### config.mk
export PLATFORM = sky130hd
export DESIGN_NAME = uart_rx_frame
export DESIGN_NICKNAME = d
export VERILOG_FILES = /design/src/rtl/uart_rx_pkg.sv /design/src/rtl/uart_rx_sampler.sv /design/src/rtl/uart_rx_frame.sv
export SDC_FILE = /design/constraint.sdc
export NUM_CORES = 1
export LEC_CHECK = 0
export CAP_MARGIN = 20
export CORE_MARGIN = 2
export CORE_UTILIZATION = 48
export CTS_BUF_LIST = sky130_fd_sc_hd__clkbuf_8
export CTS_CLUSTER_SIZE = 12
export DETAILED_ROUTE_END_ITERATION = 10
export PLACE_DENSITY = 0.76
export SLEW_MARGIN = 15
export SYNTH_ARGS = -nofsm -noshare
export SYNTH_HDL_FRONTEND = slang
export SYNTH_SLANG_ARGS = --single-unit
### constraint.sdc
create_clock -name i_CLK -period 3.35 [get_ports i_CLK]
set_input_delay 0.335 -clock i_CLK [delete_from_list [all_inputs] [get_ports i_CLK]]
set_output_delay 0.335 -clock i_CLK [all_outputs]
set_load 0.005 [all_outputs]
### src/rtl/uart_rx_pkg.sv
// Shared types and constants for the UART receive front end.
package uart_rx_pkg;

   // FSM state encoding
   localparam int STATE_W = 3;
   typedef enum logic [STATE_W-1:0] {
      ST_IDLE      = 3'd0,
      ST_START     = 3'd1,
      ST_DATA      = 3'd2,
      ST_PARITY    = 3'd3,
      ST_STOP      = 3'd4,
      ST_WAIT_HIGH = 3'd5
   } state_t;

   // Supported oversampling ratios
   localparam int PRESCALE_8  = 8;
   localparam int PRESCALE_16 = 16;
   localparam int PRESCALE_32 = 32;

   // Parity type select
   localparam logic PAR_EVEN = 1'b0;
   localparam logic PAR_ODD  = 1'b1;

   // 2-of-3 majority of the mid-bit samples
   function automatic logic maj3(input logic [2:0] s);
      return (s[0] & s[1]) | (s[0] & s[2]) | (s[1] & s[2]);
   endfunction

endpackage

### src/rtl/uart_rx_sampler.sv
// Per-bit oversampling: edge counter, 3-sample mid-bit capture, majority vote
// and the strobes the FSM steps on.
module uart_rx_sampler
   import uart_rx_pkg::*;
#(
   parameter int PRESCALE_WIDTH = 6
)(
   input  logic                      i_clk,
   input  logic                      i_rst,
   input  logic                      i_rx,
   input  logic                      i_cnt_en,
   input  logic [PRESCALE_WIDTH-1:0] i_prescale,
   output logic                      o_vote,
   output logic                      o_bit,
   output logic                      o_sample_done,
   output logic                      o_bit_end
);

   localparam int PW = PRESCALE_WIDTH;

   logic [PW-1:0] edge_cnt_q, edge_cnt_d;
   logic [PW-1:0] half;
   logic [2:0]    samp_q, samp_d;
   logic          bit_q, bit_d;

   assign half          = {1'b0, i_prescale[PW-1:1]};
   assign o_bit_end     = (edge_cnt_q == i_prescale - PW'(1));
   assign o_sample_done = (edge_cnt_q == half + PW'(1));
   assign o_vote        = maj3(samp_q);
   assign o_bit         = bit_q;

   // Next-state: edge counter wraps at P-1, samples taken around mid-bit
   always_comb begin
      edge_cnt_d = '0;
      if (i_cnt_en)
         edge_cnt_d = o_bit_end ? '0 : edge_cnt_q + PW'(1);
      samp_d = samp_q;
      if (edge_cnt_q == half - PW'(2)) samp_d[0] = i_rx;
      if (edge_cnt_q == half - PW'(1)) samp_d[1] = i_rx;
      if (edge_cnt_q == half)          samp_d[2] = i_rx;
      bit_d = o_sample_done ? o_vote : bit_q;
   end

   // Sampler state registers
   always_ff @(posedge i_clk or posedge i_rst) begin
      if (i_rst) begin
         edge_cnt_q <= '0;
         samp_q     <= 3'b111;
         bit_q      <= 1'b1;
      end else begin
         edge_cnt_q <= edge_cnt_d;
         samp_q     <= samp_d;
         bit_q      <= bit_d;
      end
   end

endmodule

### src/rtl/uart_rx_frame.sv
// UART receive front end: line synchroniser, frame FSM, shift register,
// parity/stop checking and registered result strobes.
module uart_rx_frame
   import uart_rx_pkg::*;
#(
   parameter int DATA_WIDTH     = 8,
   parameter int PRESCALE_WIDTH = 6
)(
   input  logic                      i_CLK,
   input  logic                      i_RST,
   input  logic                      i_RX_IN,
   input  logic [PRESCALE_WIDTH-1:0] i_Prescale,
   input  logic                      i_PAR_EN,
   input  logic                      i_PAR_TYP,
   output logic [DATA_WIDTH-1:0]     o_P_DATA,
   output logic                      o_D_VLD,
   output logic                      o_PAR_ERR,
   output logic                      o_STP_ERR
);

   localparam int PW  = PRESCALE_WIDTH;
   localparam int BCW = (DATA_WIDTH > 1) ? $clog2(DATA_WIDTH) : 1;

   logic [1:0]            sync_q, sync_d;
   logic                  rx_s;
   state_t                state_q, state_d;
   logic [PW-1:0]         prescale_q, prescale_d;
   logic                  par_en_q, par_en_d;
   logic                  par_typ_q, par_typ_d;
   logic [BCW-1:0]        bit_cnt_q, bit_cnt_d;
   logic [DATA_WIDTH-1:0] shift_q, shift_d;
   logic                  par_bad_q, par_bad_d;
   logic [DATA_WIDTH-1:0] p_data_q, p_data_d;
   logic                  d_vld_q, d_vld_d;
   logic                  par_err_q, par_err_d;
   logic                  stp_err_q, stp_err_d;

   logic vote, bit_val, sample_done, bit_end;
   logic busy, abort, cnt_en, prescale_legal;

   assign rx_s = sync_q[1];

   // Counter runs from the start-detect cycle through the stop bit; a
   // rejected start glitch clears it so the next detect begins at zero.
   assign busy   = (state_q == ST_START) || (state_q == ST_DATA) ||
                   (state_q == ST_PARITY) || (state_q == ST_STOP);
   assign abort  = (state_q == ST_START) && sample_done && vote;
   assign cnt_en = ((state_q == ST_IDLE) && !rx_s) || (busy && !abort);

   // Unsupported ratios fall back to 16 rather than producing odd timing
   assign prescale_legal = (i_Prescale == PW'(PRESCALE_8))  ||
                           (i_Prescale == PW'(PRESCALE_16)) ||
                           (i_Prescale == PW'(PRESCALE_32));

   uart_rx_sampler #(.PRESCALE_WIDTH(PW)) u_sampler (
      .i_clk         (i_CLK),
      .i_rst         (i_RST),
      .i_rx          (rx_s),
      .i_cnt_en      (cnt_en),
      .i_prescale    (prescale_q),
      .o_vote        (vote),
      .o_bit         (bit_val),
      .o_sample_done (sample_done),
      .o_bit_end     (bit_end)
   );

   // Frame FSM next-state, datapath and result strobes
   always_comb begin
      sync_d     = {sync_q[0], i_RX_IN};
      state_d    = state_q;
      prescale_d = prescale_q;
      par_en_d   = par_en_q;
      par_typ_d  = par_typ_q;
      bit_cnt_d  = bit_cnt_q;
      shift_d    = shift_q;
      par_bad_d  = par_bad_q;
      p_data_d   = p_data_q;
      d_vld_d    = 1'b0;
      par_err_d  = 1'b0;
      stp_err_d  = 1'b0;
      case (state_q)
         ST_IDLE: begin
            if (!rx_s) begin
               state_d    = ST_START;
               prescale_d = prescale_legal ? i_Prescale : PW'(PRESCALE_16);
               par_en_d   = i_PAR_EN;
               par_typ_d  = i_PAR_TYP;
               bit_cnt_d  = '0;
               par_bad_d  = 1'b0;
            end
         end
         ST_START: begin
            if (abort)        state_d = ST_IDLE;
            else if (bit_end) state_d = ST_DATA;
         end
         ST_DATA: begin
            if (bit_end) begin
               shift_d = {bit_val, shift_q[DATA_WIDTH-1:1]};
               if (bit_cnt_q == BCW'(DATA_WIDTH-1)) begin
                  bit_cnt_d = '0;
                  state_d   = par_en_q ? ST_PARITY : ST_STOP;
               end else begin
                  bit_cnt_d = bit_cnt_q + BCW'(1);
               end
            end
         end
         ST_PARITY: begin
            if (bit_end) begin
               par_bad_d = bit_val != ((^shift_q) ^ (par_typ_q == PAR_ODD));
               state_d   = ST_STOP;
            end
         end
         ST_STOP: begin
            if (bit_end) begin
               if (bit_val && !par_bad_q) begin
                  p_data_d = shift_q;
                  d_vld_d  = 1'b1;
               end
               par_err_d = par_bad_q;
               stp_err_d = !bit_val;
               state_d   = bit_val ? ST_IDLE : ST_WAIT_HIGH;
            end
         end
         ST_WAIT_HIGH: begin
            if (rx_s) state_d = ST_IDLE;
         end
         default: state_d = ST_IDLE;
      endcase
   end

   // Frame state and output registers
   always_ff @(posedge i_CLK or posedge i_RST) begin
      if (i_RST) begin
         sync_q     <= 2'b11;
         state_q    <= ST_IDLE;
         prescale_q <= PW'(PRESCALE_8);
         par_en_q   <= 1'b0;
         par_typ_q  <= PAR_EVEN;
         bit_cnt_q  <= '0;
         shift_q    <= '0;
         par_bad_q  <= 1'b0;
         p_data_q   <= '0;
         d_vld_q    <= 1'b0;
         par_err_q  <= 1'b0;
         stp_err_q  <= 1'b0;
      end else begin
         sync_q     <= sync_d;
         state_q    <= state_d;
         prescale_q <= prescale_d;
         par_en_q   <= par_en_d;
         par_typ_q  <= par_typ_d;
         bit_cnt_q  <= bit_cnt_d;
         shift_q    <= shift_d;
         par_bad_q  <= par_bad_d;
         p_data_q   <= p_data_d;
         d_vld_q    <= d_vld_d;
         par_err_q  <= par_err_d;
         stp_err_q  <= stp_err_d;
      end
   end

   assign o_P_DATA  = p_data_q;
   assign o_D_VLD   = d_vld_q;
   assign o_PAR_ERR = par_err_q;
   assign o_STP_ERR = stp_err_q;

endmodule

==> reports/metrics.csv <==
stage;metric;value;unit
placed_design;Placed Area;0.00293;mm2
placed_design;GP Congestion;0.856;
power_and_ir_drop;power density cells;612;mW/mm2
synth;main combinational cell family by area after synthesis;simple AND/OR/NAND/NOR gates;
cells_and_area;FF/Latch Area;0.00116;mm2
run_status;status;complete, no violations;
grt;M3 GR Usage;0.0345;
routing;via/cell ratio;5.38;
synth;Seq/Total Area, Yosys;0.435;
floorplanning;I/O Pins;22;
routing;final wirelength;5190;um
grt;initial antenna violation count;0;
cells_and_area;Layout area overhead;13.9;%
placed_design;Port Buffers;21;
synth;Compound-Gate Fraction of Synth Area;0.116;
clocking;Clock Sinks;46;
timing;skew final;0.00469;ns
clocking;clk_lat worst skew;0.30;ns
setup_path;Crit Path Class;flip-flop to flip-flop;
grt;global route overflow;0;
timing;unrepaired setup endpoints after global routing;no;
routing;routed length per instance;14.3;um
clocking;Root Buffer;clkbuf_8;
power_and_ir_drop;Lkg Pwr;0.00136;uW
grt;largest net degree at the start of global routing;47;
timing;fin crit share;0.881;
grt;GR Util All Layers;0.188;
cells_and_area;Fillers;470;
clocking;cts bufs inserted;5;
setup_path;Worst setup SP type;flip-flop;
clocking;CTS H-tree lvls;2;
synth;dominant synthesized flop cell;dfrtp_1;
setup_path;worst path required time;3.54;ns
cells_and_area;most common cell after layout, fill and taps aside;dfrtp_1;
floorplanning;Starting Density;0.490;
clocking;hold_buf cts;0;
floorplanning;die outline area;0.00617;mm2
timing;Worst Tran Pin Value;0.921;ns
synth;share of Yosys cell area claimed by the top area cell type;0.366;
timing;Final Critical Period;2.95;ns
cells_and_area;Finished Cell Area;0.00304;mm2
flow_run;Max-Cap Viols;0;
routing;number of remaining DRC errors;0;
timing;Slew HR;0.385;
synth;Async S/R FF share, synth;1.00;
synth;Mean Syn Cell Area;9.81;um2
floorplanning;height of the chip;78.6;um
synth;mapped cell area;0.00267;mm2
cells_and_area;most frequent cells in the layout;39 x dfrtp_1, 30 x nand2_1, 25 x nor2_1;
timing;maximum operating frequency;339;MHz
synth;yosys warns;0;
timing;hold slack;0.359;ns
synth;post-synth cell types;54;
timing;final setup fails;0;
synth;synth top area cells;dfrtp_1 37%, dfstp_2 6.9%, xnor2_1 6.6%;
synth;syn_nets;292;
clocking;Max Root-Sink Buffers;2;
grt;global-route wire length before repair;9140;um
synth;Synth Area in XOR/XNOR;0.0886;
routing;ANT nets after route;0;
setup_path;Worst EP arrival;3.14;ns
clocking;Post-CTS Resized;0;
synth;mux contribution to synthesized area;0.0990;
placed_design;Final HPWL DP;3850;um
setup_path;Setup crit end kind;flip-flop;
timing;Final Max Slew Viols;0;
timing;Setup TNS;0;ns
routing;DRT Pass-1 Iters;4;
cells_and_area;share of layout cells above drive strength 1;0.117;
clocking;clock slew at reported path FFs;0.08;ns
synth;Adder-Cell Fraction of Synth Area;0.0460;
timing;Final Hold Viols;0;
cells_and_area;# diodes;0;
routing;1st-iter DRT viols;133;
grt;vias in the first global route;1900;
grt;routing usage on met2;0.295;
routing;via count;1946;
power_and_ir_drop;worst vdd ir;0.000403;V
floorplanning;Die X;78.6;um
floorplanning;core area;0.00544;mm2
hold_path;Hold WC Path Type;flip-flop to flip-flop;
synth;Cells after Synth;272;
cells_and_area;Final #Nets;309;
grt;met1 Use GR;0.268;
synth;Simple-Gate Fraction of Synth Area;0.173;
clocking;Post-CTS Setup Inserts;0;
synth;Post-synth EDFFs;0;
synth;FF+latch count, synth;46;
setup_path;worst-path maximum fanout;15;
clocking;CTS tree;built;
cells_and_area;area of the multi-input gates;0.00140;mm2
synth;area leader, netlist;dfrtp_1;
grt;Top Usage Layer GRT;met2;
floorplanning;# rows;27;
==> logic make-up after synthesis <==
kind of cell | after synthesis
AOI/OAI and AO/OA | 48
xor gates and xnor gates | 27
adders and majority gates | 10
buffers and inverters | 27
DFF | 46
muxes | 21
and+or+nand+nor | 93
==> area by class of cell <==
class                   instances  share of cell area
repair buffers                 24              0.0766
clock inverters                 3              0.0136
well taps                      72              0.0296
inverters                      13              0.0161
clock buffers                   5              0.0226
flip-flops and latches         46               0.382
multi-input cells             199               0.460
==> worst paths after layout <==
path	slack, ns	from	cells after the start	end
setup / recovery	0.40	prescale_q[1]	8	o_P_DATA[0]
setup reg to reg	0.40	prescale_q[1]	8	o_P_DATA[0]
hold / removal	0.36	sync_q[0]	0	sync_q[1]
min in group asynchronous	0.55	i_RST	2	shift_q[5]
hold reg to reg	0.36	sync_q[0]	0	sync_q[1]
max in group asynchronous	2.22	i_RST	2	o_P_DATA[0]
==> routing by layer <==
metal / vias to the layer above / wire length [um]
li1: 967 / -
met1: 942 / 2540
met2: 30 / 2460
met3: 7 / 130
met4: 0 / 57
met5: - / 0
==> synth_stat cells, types with 8 or more instances <==
master    count
clkbuf_1      8
mux2_4        8
ha_1          9
nand2_1      30
xnor2_1      20
mux2_1        9
o21ai_0      10
inv_1        11
dfrtp_1      39
a21oi_1      11
nor2_1       25
==> power breakdown <==
group | switching [uW] | total [uW] | internal [uW]
sequential | 142 | 805 | 662
combinational | 352 | 649 | 298
clock | 185 | 405 | 220
total | 679 | 1860 | 1180
==> state kept, by name, summed over array words and instances, names as in the netlist, 2 cells and up <==
| name | flops |
|---|---|
| bit_cnt_q | 3 |
| sync_q | 2 |
| u_sampler.samp_q | 3 |
| u_sampler.edge_cnt_q | 6 |
| state_q | 3 |
| prescale_q | 6 |
| shift_q | 8 |
| o_P_DATA | 8 |
==> metrics by stage <==
stage               instances   util  power [uW]  worst slack (ns)
finish                    362  0.559        1860             0.397
CTS                       362  0.558        1860             0.201
global placement          354  0.538        1440             0.344
global route              362  0.559        2000             0.176
floorplan                 272      -        1310             0.721
detailed placement        354  0.538        1450             0.215
==> worst max-delay path, cell delays in order (launching register included) <==
cell,delay [ns]
dfrtp_1,0.47
inv_1,0.19
ha_1,0.22
a21boi_0,0.37
and4_1,0.24
o211ai_1,0.13
nand2b_4,0.25
or4_4,0.63
mux2_4,0.33
Note: power is estimated with default switching activity, not from simulation.
